File: config.mk
export PLATFORM = sky130hd
export DESIGN_NAME = jesd204b_scrambler_mx
export DESIGN_NICKNAME = d
export VERILOG_FILES = /design/src/rtl/jesd204b_pkg.sv /design/src/rtl/jesd204b_scr_lane.sv /design/src/rtl/jesd204b_scrambler_mx.sv
export SDC_FILE = /design/constraint.sdc
export NUM_CORES = 1
export LEC_CHECK = 0
export CORE_ASPECT_RATIO = 0.6
export CORE_MARGIN = 5
export CORE_UTILIZATION = 49
export DETAILED_ROUTE_END_ITERATION = 10
export GPL_TIMING_DRIVEN = 0
export HOLD_SLACK_MARGIN = 0.15
export MAX_ROUTING_LAYER = met4
export PLACE_DENSITY = 0.78
export SLEW_MARGIN = 20
export SYNTH_ARGS = -nofsm -noshare
export SYNTH_HDL_FRONTEND = slang
export SYNTH_HIERARCHICAL = 1
export SYNTH_SLANG_ARGS = --single-unit
File: constraint.sdc
create_clock -name clk -period 5.27 [get_ports clk]
set_clock_uncertainty 0.2 [all_clocks]
set_input_delay 1.581 -clock clk [delete_from_list [all_inputs] [get_ports clk]]
set_output_delay 1.581 -clock clk [all_outputs]
set_load 0.05 [all_outputs]
File: src/rtl/jesd204b_pkg.sv
// Shared constants for the JESD204B self-synchronous scrambler (1 + x^14 + x^15).
package jesd204b_pkg;
  localparam int JESD_SCR_STATE_W = 15;
  localparam logic [JESD_SCR_STATE_W-1:0] JESD_SCR_SEED = 15'h7f80;
  localparam int JESD_SCR_TAP_A = 14;
  localparam int JESD_SCR_TAP_B = 15;
endpackage

File: src/rtl/jesd204b_scr_lane.sv
// One scrambler/descrambler lane: flattened XOR network plus the 15-bit history register.
module jesd204b_scr_lane
  import jesd204b_pkg::*;
#(
  parameter int DATA_W = 32,
  parameter logic [JESD_SCR_STATE_W-1:0] SEED = JESD_SCR_SEED
) (
  input  logic              clk,
  input  logic              reset,
  input  logic              descr,
  input  logic              seed_load,
  input  logic              upd,
  input  logic [DATA_W-1:0] din,
  output logic [DATA_W-1:0] dout
);

  logic [JESD_SCR_STATE_W-1:0] st_reg;
  logic [JESD_SCR_STATE_W-1:0] st_cur;
  logic [DATA_W+JESD_SCR_STATE_W-1:0] x;
  logic fb;

  // x holds the scrambled bit stream: previous word's history above the current word.
  always_comb begin
    st_cur = seed_load ? SEED : st_reg;
    x = '0;
    dout = '0;
    fb = 1'b0;
    x[DATA_W +: JESD_SCR_STATE_W] = st_cur;
    for (int i = DATA_W - 1; i >= 0; i--) begin
      fb = x[i + JESD_SCR_TAP_A] ^ x[i + JESD_SCR_TAP_B];
      dout[i] = din[i] ^ fb;
      x[i] = descr ? din[i] : dout[i];
    end
  end

  always_ff @(posedge clk or posedge reset) begin
    if (reset) begin
      st_reg <= SEED;
    end else if (upd) begin
      st_reg <= x[JESD_SCR_STATE_W-1:0];
    end else if (seed_load) begin
      st_reg <= SEED;
    end
  end

endmodule

File: src/rtl/jesd204b_scrambler_mx.sv
// Multi-lane JESD204B scrambler/descrambler with a single registered valid/ready stage.
module jesd204b_scrambler_mx
  import jesd204b_pkg::*;
#(
  parameter int LANES = 4,
  parameter int DATA_W = 32,
  parameter logic [JESD_SCR_STATE_W-1:0] SEED = JESD_SCR_SEED
) (
  input  logic                    clk,
  input  logic                    reset,
  input  logic                    cfg_descr,
  input  logic                    cfg_bypass,
  input  logic                    seed_load,
  input  logic                    in_valid,
  output logic                    in_ready,
  input  logic [LANES*DATA_W-1:0] in_data,
  output logic                    out_valid,
  input  logic                    out_ready,
  output logic [LANES*DATA_W-1:0] out_data
);

  logic accept;
  logic upd;
  logic [LANES*DATA_W-1:0] lane_data;

  assign in_ready = ~out_valid | out_ready;
  assign accept = in_valid & in_ready;
  // Lane history is frozen while bypassing; seed_load still applies.
  assign upd = accept & ~cfg_bypass;

  generate
    for (genvar gi = 0; gi < LANES; gi++) begin : g_lane
      jesd204b_scr_lane #(
        .DATA_W(DATA_W),
        .SEED  (SEED)
      ) u_lane (
        .clk      (clk),
        .reset    (reset),
        .descr    (cfg_descr),
        .seed_load(seed_load),
        .upd      (upd),
        .din      (in_data[gi*DATA_W +: DATA_W]),
        .dout     (lane_data[gi*DATA_W +: DATA_W])
      );
    end
  endgenerate

  always_ff @(posedge clk or posedge reset) begin
    if (reset) begin
      out_valid <= 1'b0;
      out_data  <= '0;
    end else if (in_ready) begin
      out_valid <= in_valid;
      if (in_valid) begin
        out_data <= cfg_bypass ? in_data : lane_data;
      end
    end
  end

endmodule

==> results.sh, run 1 <==
export IMPL_max_freq_mhz=194
export IMPL_cpMaxStageDelayCell="clkdlybuf4s50_1"
export IMPL_row_count=49
export IMPL_synthFlopType="dfrtp_1"
export IMPL_die_y_um=144
export IMPL_ys_ff_latch=189
export IMPL_cts_buffer_depth=2
export IMPL_grt_pass1_wl_mm=72.1
export IMPL_p_per_area_nw_per_um2=331
export IMPL_ys_seq_area_frac=0.325
export IMPL_largest_reg_flops=128
export IMPL_grt_max_degree=95
export IMPL_ant_nets=0
export IMPL_gp_congestion=0.930
export IMPL_ys_warn_count=6
export IMPL_drive_gt1_frac=0.151
export IMPL_dp_hpwl_mm=35.7
export IMPL_netlist_top_cells_area="dfrtp_1, xnor2_1, mux2i_1, xor2_1, a21oi_1"
export IMPL_drt_iter0_markers=989
export IMPL_end_kind="primary output"
export IMPL_fin_util=0.618
export IMPL_fin_crit_sh=0.977
export IMPL_synth_fp_nets=1631
export IMPL_dieArea_um2=33600
export IMPL_worstPathArrival_ps=3370
export IMPL_synth_edff_count=0
export IMPL_hold_viol=0
export IMPL_coreArea_um2=29700
export IMPL_insertion_delay_ps=470
export IMPL_first_global_vias=12200
export IMPL_cp_num_buf_inv=4
export IMPL_nFillCells=2544
export IMPL_cts_tree="done"
export IMPL_cp_required_ps=3490
export IMPL_cts_hold_buf=0
export IMPL_crit_top_cell="clkdlybuf4s50_1"
export IMPL_clock_sinks=189
export IMPL_drt_drc_violations_left=0
export IMPL_rsz0062_at_grt="no"
export IMPL_run_status="finished clean"
export IMPL_slew_headroom=0.299
export IMPL_worstSetupStartpointType="input port"
export IMPL_ir_drop_uv=223
export IMPL_synth_top_area_share=0.268
export IMPL_cts_max_level=4
export IMPL_yosysUniqueCellTypes=46
export IMPL_die_w_um=233
export IMPL_numCtsBuffers=17
export IMPL_track_usage=0.285
export IMPL_worst_pin_slew_ps=1050
export IMPL_synthCells=1496
export IMPL_clkTransAtPathRegs_ps=70
export IMPL_floorplan_initialDensity=0.494
export IMPL_synth_avg_cell_area_um2=9.81
export IMPL_io_buffers=263
export IMPL_placedCellCount=2168
export IMPL_io_pins=265
export IMPL_drt_first_pass_iters=5
export IMPL_cpLargestDelayFamily="buffers and inverters"
export IMPL_wl_per_cell_um=21.2
export IMPL_cp_max_fo=10
export IMPL_worstSetupPathType="in -> out"
export IMPL_finalNetCount=1914
export IMPL_hp_class="reg -> reg"
export IMPL_p_leak_nw=7.22
export IMPL_area_delta_synth_final_pct=25.2
export IMPL_synth_area_um2=14700
export IMPL_routed_via_density=5.55
export IMPL_vias=12200
export IMPL_worstPathCellList="clkdlybuf4s50_1 > nand2b_1 > clkbuf_2 > buf_2 > clkdlybuf4s50_1"
export IMPL_ys_async_sr_fraction=1.00
export IMPL_final_max_slew_viol_count=0
export IMPL_fin_cells=2201
export IMPL_cts_resized=0
export IMPL_drv_cap=0
export IMPL_setup_viol=0
export IMPL_slowest_delay_ps=830
export IMPL_root_buffer="clkbuf_16"
export IMPL_cts_setup_buffers=0
export IMPL_timing_reg2reg_setup_slack_ps=2240
export IMPL_synth_top_area_cell="dfrtp_1"
export IMPL_period_needed_ps=5150
export IMPL_routed_wl_mm=46.7
export IMPL_globalRoute_totalOverflow=0
export IMPL_antenna_found_initial=1
## cell type report
class	count	area, um^2	area share
diodes	1	2.50	0.000136
plain buffers	110	787	0.0428
clock buffers	21	460	0.0250
clock inverters	11	70.1	0.00381
inverters	9	41.3	0.00225
multi-input cells	1188	9090	0.494
flip-flops and latches	189	4770	0.259
well taps	408	510	0.0278
repair buffers	264	2660	0.144
## Yosys cell counts (all sizes together), types with 5 or more instances
cell and n:
xor2 124, and3 8, xnor2 276, nor2 76
or3 12, mux2i 152, buf 61, nand2 68
o22a 12, and2 5, a221o 8, o21ai 8
xnor3 12, inv 5, dfrtp 157, a22o 16
nand2b 14, a21o 12, a21oi 288, o21a 12
nor3 52, clkbuf 45, nor2b 5, dfstp 32
## report_power, final
| part | switching (W) | internal, W |
|---|---|---|
| Sequential | 0.000184 | 0.00171 |
| Clock | 0.000613 | 0.000625 |
| Combinational | 0.00180 | 0.00116 |
## metrics by stage
step                worst slack, ps  TNS (ps)  power, W  cell area (um^2)  hold WS (ps)
global route                   68.2         0   0.00637             18400           334
detailed placement            -96.7      -163   0.00485             17900           299
floorplan                      48.0         0   0.00392             14700           313
CTS                             128         0   0.00610             18400           316
finish                          122         0   0.00609             18400           314
global placement              -2410   -309890   0.00481             17800           296
## cell usage in the layout (no fill, tap or decap), types with 5 or more instances in the layout
cell | netlist | routed
xnor2_1 | 268 | 268
clkdlybuf4s50_1 | 0 | 262
a21oi_1 | 184 | 184
dfrtp_1 | 157 | 157
mux2i_1 | 152 | 152
xor2_1 | 124 | 124
a21oi_2 | 100 | 100
nor2_1 | 76 | 76
nand2_1 | 68 | 68
nor3_1 | 48 | 48
dfstp_2 | 32 | 32
clkbuf_1 | 29 | 31
buf_2 | 29 | 30
buf_6 | 25 | 25
clkbuf_16 | 0 | 17
a22o_1 | 16 | 16
nand2b_1 | 14 | 14
o22a_1 | 12 | 12
o21a_1 | 12 | 12
a21o_1 | 12 | 12
xnor3_1 | 12 | 12
clkbuf_8 | 8 | 10
o21ai_0 | 8 | 8
xnor2_2 | 8 | 8
and3_1 | 8 | 8
or3_1 | 8 | 8
clkbuf_4 | 7 | 7
buf_4 | 6 | 6
clkinv_2 | 0 | 6
nor2b_1 | 5 | 5
## final timing paths
path                            cells after the start         start                         end
worst max-delay path                                5     out_ready                    in_ready
worst min-delay path                                2  out_data[80]                out_data[80]
worst max register to register                     10     out_valid  g_lane[2].u_lane/st_reg[2]
worst min register to register                      2  out_data[80]                out_data[80]
max in group asynchronous                           3         reset                 out_data[5]
min in group asynchronous                           2         reset                out_data[33]
## metal layers
layer  vias to the layer above  global-route usage  share of wire
met5                         -                   -              0
met4                         0              0.0543          0.013
met3                        49              0.0559          0.062
met2                       397               0.403           0.43
met1                      6038               0.427           0.50
li1                       5723                   -              -
## worst reg2reg max path, stage by stage, from the launching register on
cell and delay, ps:
dfrtp_1 370, nand2b_1 60, clkbuf_2 170, and2_4 190, buf_6 160, nor2b_1 720
clkbuf_8 330, nor2b_1 390, nand2b_1 100, mux2i_1 160, a221o_2 130
## logic make-up (layout without fill, tap and decap cells)
family / after synthesis / after routing / share of synthesized area
xor+xnor: 412 / 412 / 0.261
other cells: 0 / 1 / 0
compound gates: 372 / 372 / 0.172
simple gates: 252 / 252 / 0.0820
flops: 189 / 189 / 0.325
buf+inv: 119 / 415 / 0.0559
mux: 152 / 152 / 0.104
Power figures use the tool's default switching activity.
==> run 2: changes to the inputs <==
--- a/config.mk
+++ b/config.mk
@@ -12,7 +12,7 @@
 export GPL_TIMING_DRIVEN = 0
 export HOLD_SLACK_MARGIN = 0.15
 export MAX_ROUTING_LAYER = met4
-export PLACE_DENSITY = 0.78
+export PLACE_DENSITY = 0.77
 export SLEW_MARGIN = 20
 export SYNTH_ARGS = -nofsm -noshare
 export SYNTH_HDL_FRONTEND = slang
==> run 2 against run 1 <==
Effect of this change: cell area up 0.79%; fmax grew 0.40%; via count rose by 0.70%; sequential power hardly changed; count of clock-buffer cells in the layout is 2 higher; first-iteration DRC count increased by 6.7%; critical endpoint unchanged; largest power group unchanged.
==> results.sh, run 2 (synthesis gave the netlist of run 1 again) <==
export IMPL_dp_hpwl_mm=36.5
export IMPL_rsz0062_at_grt="no"
export IMPL_gp_congestion=0.959
export IMPL_ir_drop_uv=247
export IMPL_area_delta_synth_final_pct=26.2
export IMPL_first_global_vias=12100
export IMPL_worstSetupStartpointType="input port"
export IMPL_coreArea_um2=29700
export IMPL_final_max_slew_viol_count=0
export IMPL_cts_hold_buf=0
export IMPL_run_status="finished clean"
export IMPL_grt_max_degree=82
export IMPL_drt_iter0_markers=1055
export IMPL_cts_setup_buffers=0
export IMPL_dieArea_um2=33600
export IMPL_routed_via_density=5.58
export IMPL_cp_required_ps=3490
export IMPL_hold_slack_ps=314
export IMPL_antenna_found_initial=5
export IMPL_end_kind="primary output"
export IMPL_setup_viol=0
export IMPL_p_leak_nw=7.28
export IMPL_largest_reg_flops=128
export IMPL_io_pins=265
export IMPL_cp_max_fo=10
export IMPL_root_buffer="clkbuf_16"
export IMPL_die_y_um=144
export IMPL_finalPower_w=0.00637
export IMPL_row_count=49
export IMPL_wl_per_cell_um=21.5
export IMPL_clkTransAtPathRegs_ps=70
export IMPL_drv_cap=0
export IMPL_numCtsBuffers=17
export IMPL_final_common_cell="xnor2_1"
export IMPL_cts_tree="done"
export IMPL_grt_pass1_wl_mm=72.0
export IMPL_worstSetupPathType="in -> out"
export IMPL_cts_buffer_depth=2
export IMPL_routed_wl_mm=47.4
export IMPL_floorplan_initialDensity=0.494
export IMPL_worstPathArrival_ps=3350
export IMPL_fin_crit_sh=0.973
export IMPL_p_per_area_nw_per_um2=344
export IMPL_max_freq_mhz=195
export IMPL_hp_class="reg -> reg"
export IMPL_globalRoute_totalOverflow=0
export IMPL_slew_headroom=0.403
export IMPL_ant_nets=0
export IMPL_insertion_delay_ps=450
export IMPL_hold_viol=0
export IMPL_worst_pin_slew_ps=893
export IMPL_period_needed_ps=5130
export IMPL_layout_common_cells="xnor2_1, clkdlybuf4s50_1, a21oi_1, dfrtp_1, mux2i_1"
export IMPL_drive_gt1_frac=0.151
export IMPL_cts_max_level=4
export IMPL_fin_ws_ps=142
export IMPL_die_w_um=233
export IMPL_cts_resized=0
export IMPL_track_usage=0.285
export IMPL_drt_drc_violations_left=0
export IMPL_pre_cts_ws_ps=153
export IMPL_io_buffers=263
export IMPL_finalNetCount=1914
export IMPL_drt_first_pass_iters=6
export IMPL_clock_sinks=189
export IMPL_vias=12300
## run 2: path summary, 6_finish.rpt
check	startpoint	endpoint	slack (ps)	depth (start not counted)
setup reg to reg	out_valid	g_lane[2].u_lane/st_reg[2]	2240	10
hold reg to reg	out_data[25]	out_data[25]	310	2
max in group asynchronous	reset	out_data[4]	2560	3
min in group asynchronous	reset	out_data[117]	1560	2
hold / removal	out_data[25]	out_data[25]	310	2
setup / recovery	out_ready	in_ready	140	5
## run 2: report_power, final
part	leakage, nW	switching, W	internal (W)
sequential	2.13	0.000183	0.00171
combinational	4.83	0.00182	0.00116
clock	0.324	0.000608	0.000896
total	7.28	0.00261	0.00376
## run 2: final cells by class
type                            instances  area [um^2]
Fill cell                            2546        11200
Buffer                                110          787
Multi-Input combinational cell       1188         9090
Antenna cell                            4         10.0
Inverter                                9         41.3
Clock inverter                          9          180
Sequential cell                       189         4770
Tap cell                              408          510
Timing Repair Buffer                  264         2660
Clock buffer                           23          488
## run 2: stage by stage
| step | cell area (um^2) | TNS [ps] | util | cells |
|---|---|---|---|---|
| final | 18500 | 0 | 0.623 | 2204 |
| after global routing | 18500 | 0 | 0.623 | 2204 |
| after CTS | 18500 | 0 | 0.623 | 2200 |
| after detailed placement | 17900 | 0 | 0.600 | 2168 |
| after global placement | 17800 | -313770 | 0.599 | 2167 |
| after floorplan | 14700 | 0 | - | 1496 |
## run 2: worst max-delay path, cell delays in order
cell	delay, ps
clkdlybuf4s50_1	450
nand2b_1	90
clkbuf_2	160
buf_2	230
clkdlybuf4s50_1	830
## run 2: routing by layer
| metal | up-vias | GRT usage | routed length [um] |
|---|---|---|---|
| met4 | 0 | 0.0550 | 654 |
| met5 | - | - | 0 |
| met3 | 47 | 0.0593 | 3320 |
| li1 | 5696 | - | - |
| met2 | 418 | 0.396 | 19800 |
| met1 | 6131 | 0.431 | 23600 |
